$ cat src/rtl/dig_out_pwm.sv
// rtl/dig_out_pwm.sv - three-channel 8-bit PWM with shared prescaler/counter and period-boundary duty shadows
// Optional build macro PWM_CENTER_ALIGNED_EN selects an up/down (center-aligned) counter.
module dig_out_pwm #(
    parameter int PRESC_DIV = 4
) (
    input  logic       iCLK,
    input  logic       iRST,
    input  logic       iEN,
    input  logic [7:0] iDUTYA,
    input  logic [7:0] iDUTYB,
    input  logic [7:0] iDUTYC,
    output logic       oPWMA,
    output logic       oPWMB,
    output logic       oPWMC,
    output logic       oPERIOD_END
);

    localparam logic [15:0] PRESC_LAST = 16'(PRESC_DIV - 1);

    logic [15:0] presc_q, presc_d;
    logic [7:0]  cnt_q, cnt_d;
    logic [7:0]  shadow_a_q, shadow_a_d;
    logic [7:0]  shadow_b_q, shadow_b_d;
    logic [7:0]  shadow_c_q, shadow_c_d;
    logic        pwm_a_q, pwm_a_d;
    logic        pwm_b_q, pwm_b_d;
    logic        pwm_c_q, pwm_c_d;
    logic        period_end_q, period_end_d;
    logic        tick;
    logic        load;
`ifdef PWM_CENTER_ALIGNED_EN
    logic        dir_down_q, dir_down_d;
`endif

    always_comb begin
        tick         = iEN && (presc_q == PRESC_LAST);
        presc_d      = (!iEN || tick) ? 16'd0 : presc_q + 16'd1;
        cnt_d        = cnt_q;
        period_end_d = 1'b0;
`ifdef PWM_CENTER_ALIGNED_EN
        // Each end value (0 and 255) is held for a single tick before turning around.
        dir_down_d = dir_down_q;
        if (!iEN) begin
            cnt_d      = 8'd0;
            dir_down_d = 1'b0;
        end else if (tick) begin
            if (dir_down_q) begin
                cnt_d = cnt_q - 8'd1;
                if (cnt_q == 8'd1) begin
                    dir_down_d   = 1'b0;
                    period_end_d = 1'b1;
                end
            end else if (cnt_q == 8'hFF) begin
                cnt_d      = 8'hFE;
                dir_down_d = 1'b1;
            end else begin
                cnt_d = cnt_q + 8'd1;
            end
        end
`else
        if (!iEN) begin
            cnt_d = 8'd0;
        end else if (tick) begin
            cnt_d        = cnt_q + 8'd1;
            period_end_d = (cnt_q == 8'hFF);
        end
`endif
        // Shadows are transparent while disabled so the first enabled period uses current duties.
        load       = !iEN || period_end_d;
        shadow_a_d = load ? iDUTYA : shadow_a_q;
        shadow_b_d = load ? iDUTYB : shadow_b_q;
        shadow_c_d = load ? iDUTYC : shadow_c_q;
        pwm_a_d    = iEN && (cnt_q < shadow_a_q);
        pwm_b_d    = iEN && (cnt_q < shadow_b_q);
        pwm_c_d    = iEN && (cnt_q < shadow_c_q);
    end

    always_ff @(posedge iCLK or posedge iRST) begin
        if (iRST) begin
            presc_q      <= 16'd0;
            cnt_q        <= 8'd0;
            shadow_a_q   <= 8'd0;
            shadow_b_q   <= 8'd0;
            shadow_c_q   <= 8'd0;
            pwm_a_q      <= 1'b0;
            pwm_b_q      <= 1'b0;
            pwm_c_q      <= 1'b0;
            period_end_q <= 1'b0;
`ifdef PWM_CENTER_ALIGNED_EN
            dir_down_q   <= 1'b0;
`endif
        end else begin
            presc_q      <= presc_d;
            cnt_q        <= cnt_d;
            shadow_a_q   <= shadow_a_d;
            shadow_b_q   <= shadow_b_d;
            shadow_c_q   <= shadow_c_d;
            pwm_a_q      <= pwm_a_d;
            pwm_b_q      <= pwm_b_d;
            pwm_c_q      <= pwm_c_d;
            period_end_q <= period_end_d;
`ifdef PWM_CENTER_ALIGNED_EN
            dir_down_q   <= dir_down_d;
`endif
        end
    end

    assign oPWMA       = pwm_a_q;
    assign oPWMB       = pwm_b_q;
    assign oPWMC       = pwm_c_q;
    assign oPERIOD_END = period_end_q;

endmodule
$ cat config.mk
export PLATFORM = sky130hd
export DESIGN_NAME = dig_out_pwm
export DESIGN_NICKNAME = d
export VERILOG_FILES = /design/src/rtl/dig_out_pwm.sv
export SDC_FILE = /design/constraint.sdc
export NUM_CORES = 1
export LEC_CHECK = 0
export CAP_MARGIN = 15
export CORE_UTILIZATION = 40
export CTS_CLUSTER_SIZE = 12
export DETAILED_ROUTE_END_ITERATION = 8
export GPL_ROUTABILITY_DRIVEN = 0
export PLACE_DENSITY_LB_ADDON = 0.25
export SLEW_MARGIN = 10
export SYNTH_ARGS = -nofsm -noshare
export SYNTH_HDL_FRONTEND = slang
export SYNTH_SLANG_ARGS = --single-unit
$ cat constraint.sdc
create_clock -name iCLK -period 2.1 [get_ports iCLK]
set_input_delay 0.21 -clock iCLK [delete_from_list [all_inputs] [get_ports iCLK]]
set_output_delay 0.21 -clock iCLK [all_outputs]
set_load 0.01 [all_outputs]
### Yosys cells after proc, flatten, opt, wreduce, memory -nomap -nowiden

Index checks and enable logic that the tools add are counted.

* magnitude comparators: 3
* eq/ne operators: 3
* multiplexer cells: 5
* $add $sub $neg: 2
* reductions and logical operators: 7

Operators by type and width (number)
* $lt 8x8->1: 3
* $add 16x1->16 const B: 1
* $eq 16x2->1 const B: 1
* $mux 16: 1
* $mux 8: 2
* $add 8x1->8 const B: 1
* $eq 8x8->1 const B: 1
* $logic_and 1x1->1: 4
* $logic_or 1x1->1: 2
* $mux 1: 2
* $ne 2x1->1 const B: 1
* $logic_not 1->1: 1

* flip-flop bits (word level): 52
* output and inout bits: 4

### Depth between registers and ports, before layout

Gate-level depths: netlist (run 1).

* depth after elaboration: 5
* mapped depth: 6
* depth with buffers taken out: 6

### Worst setup path after synthesis (run 1)

Ideal clock, no wire load.

* kind: register to register
* from: register presc_q[0]
* to: register shadow_a_q[0]
* data arrival time: 1811 ps
* buffers on the path: 1
* data required time: 1973 ps
* stages on the path, launching flop included: 7
* setup slack: 161 ps
* library setup time: 127 ps
* path through: dfrtp_1 ha_1 nor4b_2 nand4_2 o21ai_4 buf_6 mux2_1

* word-level cells in the longest chain between the ends: 5

RTL lines
* start, declared: line 20 `logic [15:0] presc_q, presc_d;`
* start signal, assigned: line 93 `presc_q <= presc_d;`
* $eq 16x2->1: line 36 `tick = iEN && (presc_q == PRESC_LAST);`
* $logic_and 1x1->1: line 36
* $mux 1: line 63 `end else if (tick) begin`
* $mux 1: line 61 `if (!iEN) begin`
* $logic_or 1x1->1: line 69 `load = !iEN || period_end_d;`
* end signal, assigned: line 95 `shadow_a_q <= shadow_a_d;`
* end, declared: line 22 `logic [7:0] shadow_a_q, shadow_a_d;`

Every way passes these cells.
A chain may end at the register's enable or synchronous reset.

### Worst setup path after layout (run 1)

* from: register cnt_q[0]
* to: register shadow_b_q[3]

* word-level cells in the longest chain between the ends: 4

RTL lines
* start, declared: line 21 `logic [7:0] cnt_q, cnt_d;`
* start signal, assigned: line 94 `cnt_q <= cnt_d;`
* $eq 8x8->1: line 65 `period_end_d = (cnt_q == 8'hFF);`
* $mux 1: line 63
* $mux 1: line 61
* $logic_or 1x1->1: line 69
* end signal, assigned: line 96 `shadow_b_q <= shadow_b_d;`
* end, declared: line 23 `logic [7:0] shadow_b_q, shadow_b_d;`

Every way passes these cells.

==> results of run 1 <==
[cell usage after synthesis (all sizes together) (6+ instances only)]
library cell / count / area, um^2
or3: 6 / 37.5
a211oi: 6 / 45.0
nand2b: 6 / 37.5
nor3: 6 / 30.0
ha: 23 / 288
dfrtp: 52 / 1300
xnor2: 10 / 87.6
a21oi: 7 / 35.0
nor2: 18 / 67.6
nand3: 9 / 45.0
mux2: 24 / 270
o21ai: 6 / 41.3
inv: 28 / 105
[worst max-delay path: stages (launching register included)]
cell,delay [ns]
dfrtp_1,0.44
ha_1,0.20
nand2_1,0.12
or3_1,0.38
o21ai_4,0.18
buf_12,0.18
mux2_2,0.34
[cells by family (layout without fill, tap and decap cells)]
group,after synthesis,in the layout
flip-flops,52,52
adder cells (fa/ha/maj),23,23
AND/OR/NAND/NOR,69,69
AO/OA/AOI/OAI,33,33
multiplexers,25,25
buffers and inverters,33,85
XOR/XNOR,14,14
[worst min-delay path by stage]
stage | start | endpoint | slack [ns]
floorplan | iDUTYA[0] | shadow_a_q[0]$_DFFE_PP0P_ | 0.34
global placement | shadow_a_q[2]$_DFFE_PP0P_ | shadow_a_q[2]$_DFFE_PP0P_ | 0.47
detailed placement | shadow_c_q[2]$_DFFE_PP0P_ | shadow_c_q[2]$_DFFE_PP0P_ | 0.47
CTS | iRST | shadow_c_q[3]$_DFFE_PP0P_ | 0.28
global route | iRST | presc_q[5]$_DFF_PP0_ | 0.29
finish | iRST | presc_q[2]$_DFF_PP0_ | 0.26
[timing repair]
action                                 4_1_cts  5_1_grt
setup buffers                                0        0
endpoints found under the hold margin        0        0
gates resized for setup                      0        1
setup endpoints to repair                    0        3
[stage by stage]
stage                     area (um^2)  power, mW  worst slack (ns)  std cells
after floorplan                  2760       1.25             0.161        249
final                            3390       1.94             0.134        378
after global routing             3390       2.05           -0.0166        378
after CTS                        3380       1.97             0.101        378
after detailed placement         3290       1.38             0.121        370
after global placement           3290       1.37             0.177        370
[power groups by stage]
stage	registers (mW)	logic (mW)	clock network, mW
3_5_place_dp	1.11	0.269	0
4_1_cts	1.09	0.271	0.611
5_1_grt	1.10	0.300	0.647
3_3_place_gp	1.11	0.261	0
2_1_floorplan	1.10	0.150	0
6_report	1.09	0.263	0.587
[state kept, by name, summed over array words and instances, names as in the netlist]
| signal | cells |
|---|---|
| oPWMC | 1 |
| shadow_a_q | 8 |
| oPWMA | 1 |
| cnt_q | 8 |
| shadow_c_q | 8 |
| presc_q | 16 |
| shadow_b_q | 8 |
| oPERIOD_END | 1 |
| oPWMB | 1 |
[layout by cell type (no fill, tap or decap), types with 7 or more instances in the layout]
master	Yosys	layout
a21oi_1	7	7
dfrtp_1	52	52
nand3_1	9	9
buf_4	0	17
xnor2_1	10	10
ha_1	23	23
clkdlybuf4s50_1	0	30
mux2_1	20	20
nor2_1	18	18
inv_1	28	27
[routing by layer]
metal	part of all wire, %	routed length, um	track usage [%]
met2	48	2480	27.0
met1	46	2360	20.0
met3	3.8	194	3.60
met5	0	0	0
met4	1.9	97	5.24
[area by class of cell]
| type | instances | area (um^2) |
|---|---|---|
| fill | 602 | 3110 |
| multi-input combinational | 164 | 1330 |
| sequential | 52 | 1300 |
| timing repair buffer | 49 | 468 |
| inverter | 28 | 105 |
| tap | 77 | 96.3 |
| clock buffer | 8 | 90.1 |
==> summary.md, run 1 <==
| Metric | Value |
|---|---|
| Crit Reg-Reg Endpoint | shadow_b_q[3]$_DFFE_PP0P_ |
| Synth Area in Adders | between 10% and 20% |
| Switching Fraction | approximately a quarter |
| Crit Path Max Fanout | 17 |
| RR Startpoint | cnt_q[0]$_DFFE_PP0N_ |
| Drt total wl | roughly 5000 um |
| Combinational share of power | between 10% and 20% |
| Compound-Gate Fraction of Synth Area | under 10% |
| Peak Freq | ~510 MHz |
| Vias in the first global route | ~2,000 |
| GR Overflow Total | 0 |
| Top-level I/O count | 31 |
| Reg clk slew, reported paths | around 0.090 ns |
| Final hold slack | 0.256 ns |
| Gr usage total | approximately 16% |
| Layout overhead on the synthesized area | 22.8% |
| # setup viols final | 0 |
| Fin. Hold Viols | 0 |
| Post-Synthesis Cell Area | about 0.0028 mm^2 |
| Yosys Warn Count | 0 |
| Pin count of the biggest net entering global routing | 53 |
| Seq/Total Area, Yosys | 47.2% |
| Residual DRC count | 0 |
| Power per Cell Area | roughly 570 mW/mm^2 |
| P_sw | approximately 0.47 mW |
| TritonCTS clock tree | built |
| XOR/XNOR Fraction of Synth Area | ~4.4% |
| Setup crit end | shadow_b_q[3]$_DFFE_PP0P_ |
| ANT cells | 0 |
| Layout cells sized above 1 | 12.0% |
| Status | finished, final reports clean |
| Final Max Slew Viols | 0 |
| Worst EP arrival | 2.16 ns |
| Maximum buffer depth of the clock tree | 2 |
| Maximum VDD drop | approximately 290 uV |
| Post-layout util | 52.1% |
| Number of enable flip-flop cells after synthesis | 0 |
| Async S/R FF share, synth | 100% |
| DR iter-0 viols | 91 |
| Nets@finish | 350 |
| Ys flop type | dfrtp_1 |
| First-pass detailed-route iteration total | 4 |
| Synth Area per Inst | ~11 um^2 |
| Core area | ~0.0065 mm^2 |
| First-pass GRT wire length | ~9000 um |
| Initial antenna violation count | 0 |
| Vias | 1,951 |
| Total CTS buffers | 5 |
| Critical path type | reg -> reg |
| Minimum clock period | between 1.5 and 2 ns |
| Flop pwr share | 56.2% |
| Row count | 29 |
| Max-Cap Viols | 0 |
| Drt via density | a little over 5 |
| Root buffer cell | clkbuf_8 |
| Max_slew headroom | approximately 73% |
| Yosys cell types | 32 |
| Clock Power Share | 30.3% |
| Leakage power | about 1.6 nW |
| Final period util | 93.6% |
| Syn Nets | around 300 |
| Reg2Reg Depth | 6 |
| Largest family of logic cells by synthesized area | simple AND/OR/NAND/NOR gates |
| CP endpoint kind | flip-flop |
| Starting Density | between 40% and 50% |
| Critical path launch point type | flip-flop |
| Worst Max-Slew Pin Slew | approximately 0.4 ns |
| Cells after Synth | about 250 |
| Die W | approximately 85 um |
| Post-synthesis mux area share | between 10% and 20% |
| Worst skew pair latency | about 0.3 ns |
| Crit path from | cnt_q[0]$_DFFE_PP0N_ |
| Final TNS setup | 0 ns |
| Clock skew after layout | between 0.002 and 0.003 ns |
| Int Power | ~1.5 mW |
| Min-delay worst type | in -> async |
| Worst path required time | roughly 2.3 ns |
| WL per Instance | 13.6 um |
| Synth Area in Simple Gates | 14.3% |
| #FFs+latches synth | 52 |
| Die Y | roughly 85 um |
| Clock sinks | 52 |
| H-tree depth | 2 |
| Flop2flop setup slack | between 0.1 and 0.15 ns |
| Die area | a little over 0.007 mm^2 |
| Cts hold-fix bufs | 0 |
| Antenna-violating nets left | 0 |
| Post-DP HPWL | 3790 um |
| IO Port Bufs | 30 |
Note: power is estimated with default switching activity, not from simulation.
==> run 2, diff against run 1 <==
CORE_MARGIN = 2   (was not set)
clock period = 1.94 ns   (was 2.1 ns; I/O delays follow)
==> summary.md, run 2 (synthesized netlist as in run 1, its figures left out) <==
| Metric | Value |
|---|---|
| Core area | ~0.0067 mm^2 |
| Max_slew headroom | 69.5% |
| Maximum VDD drop | 478 uV |
| Vias in the first global route | between 2,000 and 2,500 |
| Pin count of the biggest net entering global routing | 35 |
| Worst path max stage delay | between 0.5 and 0.6 ns |
| Final Non-Filler Cells | 391 |
| Row count | 30 |
| Cts hold-fix bufs | 0 |
| Clock sinks | 52 |
| Layout cells sized above 1 | 17.0% |
| Vias | just under 2,000 |
| Initial antenna violation count | 0 |
| # setup viols final | 0 |
| Max-Cap Viols | 0 |
| Cell area after layout | about 0.0036 mm^2 |
| Final TNS setup | 0 ns |
| Cell Area, Placed | 0.00334 mm^2 |
| Residual DRC count | 0 |
| Crit path from | presc_q[1]$_DFF_PP0_ |
| Highest-count cells in the layout ignoring fill and taps | dfrtp_1, clkdlybuf4s50_1, inv_1, buf_4, ha_1 |
| Crit Path Max Fanout | 5 |
| Maximum buffer depth of the clock tree | 2 |
| Critical path launch point type | flip-flop |
| Minimum clock period | ~1.9 ns |
| Slowest CP cell | or4_4 |
| Fin. Hold Viols | 0 |
| Antenna-violating nets left | 0 |
| Root buffer cell | clkbuf_8 |
| Status | finished, final reports clean |
| RR Startpoint | presc_q[1]$_DFF_PP0_ |
| IO Port Bufs | 30 |
| TritonCTS clock tree | built |
| ANT cells | 0 |
| DR iter-0 viols | 45 |
| Number of flip-flops under the largest register name | 16 |
| Die Y | a little under 90 um |
| Crit path cell chain | ha_2 > nor4b_4 > nand4_4 > buf_8 > or4_4 > a21oi_2 |
| Post-DP HPWL | roughly 4000 um |
| Drt total wl | 5380 um |
| First-pass detailed-route iteration total | 4 |
| Worst path required time | 2.17 ns |
| Most flop-heavy register | presc_q |
| First-pass GRT wire length | around 9400 um |
| Min-delay worst type | in -> async |
| Total CTS buffers | 5 |
| Leakage power | 1.67 nW |
| GR Overflow Total | 0 |
| Critical path type | reg -> reg |
| Fillers | between 500 and 600 |
| Top-level I/O count | 31 |
| Worst EP arrival | about 2.1 ns |
| Final Max Slew Viols | 0 |
| Die area | between 0.007 and 0.008 mm^2 |
| Final period util | 98.1% |
| Worst Max-Slew Pin Slew | 0.456 ns |
| Gr usage total | between 10% and 20% |
| H-tree depth | 2 |
| WL per Instance | 13.8 um |
| Peak Freq | 526 MHz |
| Drt via density | ~5.1 |
| Reg clk slew, reported paths | roughly 0.090 ns |
| RSZ-0062 raised after global routing | true |
| CP endpoint kind | flip-flop |
| Layout overhead on the synthesized area | 29.3% |
| Starting Density | approximately 41% |
| Placed insts | 380 |
| Clock skew after layout | 0.00504 ns |
| Nets@finish | 360 |
| Die W | a little under 90 um |
| Power per Cell Area | around 640 mW/mm^2 |
| Commonest non-fill, non-tap cell in the layout | dfrtp_1 |
| Worst skew pair latency | about 0.3 ns |
[run 2: changes by cell type in the layout (fill, tap and decap cells not counted), moves of 2 or more]
cell / change
buf_4: +6
a21oi_1: -2
a21oi_2: +2
clkbuf_1: -2
[run 2: path summary, 6_finish.rpt]
check	endpoint	slack, ns	depth (start not counted)
worst max-delay path	cnt_q[7]$_DFFE_PP0N_	0.04	6
worst min-delay path	presc_q[15]$_DFF_PP0_	0.21	2
worst max register to register	cnt_q[7]$_DFFE_PP0N_	0.04	6
worst min register to register	shadow_b_q[1]$_DFFE_PP0P_	0.49	1
max in group asynchronous	shadow_a_q[2]$_DFFE_PP0P_	1.20	3
min in group iCLK	shadow_c_q[1]$_DFFE_PP0P_	0.48	2
[run 2: final cells by class]
| class | count | area [um^2] | share of cell area [%] |
|---|---|---|---|
| Clock buffer | 7 | 96.3 | 2.70 |
| Timing Repair Buffer | 59 | 569 | 16.0 |
| Tap cell | 80 | 100 | 2.81 |
| Clock inverter | 1 | 30.0 | 0.843 |
| Inverter | 28 | 105 | 2.95 |
| Multi-Input combinational cell | 164 | 1360 | 38.2 |
| Sequential cell | 52 | 1300 | 36.5 |
[run 2: timing repair]
item / CTS / global route
pin swaps: 0 / 5
resized for setup: 2 / 9
setup endpoints to repair: 3 / 12
cloned: 0 / 1
buffers inserted: 0 / 2
[run 2: report_power, final]
group	switching (mW)	leakage, nW	total [mW]	internal (mW)
registers	0.0306	0.661	1.18	1.14
clock network	0.350	0.0645	0.806	0.456
logic	0.141	0.943	0.314	0.173
total	0.522	1.67	2.30	1.77
[run 2: critical path: cells and delay by family, from the launching register on]
family	cells	cell delay, ns
compound gates	1	0.13
fa+ha+maj	1	0.20
buf+inv	1	0.18
flops	1	0.38
simple gates	3	0.96
[run 2: through the flow]
step	setup slack, ns	total power, mW	hold WS (ns)	util (%)
6_report	0.0374	2.30	0.214	53.0
5_1_grt	-0.0301	2.42	0.256	53.0
4_1_cts	0.0162	2.31	0.233	51.8
3_5_place_dp	-0.0315	1.50	0.476	49.8
3_3_place_gp	-0.000234	1.49	0.469	49.8
2_1_floorplan	0.00148	1.36	0.329	-
[run 2: per-layer routing]
layer	share of wire, %	GRT usage [%]	vias up
li1	-	-	999
met1	47	20.4	947
met2	49	27.6	32
met3	3.0	2.65	5
met4	0.59	2.98	0
met5	0	0	-
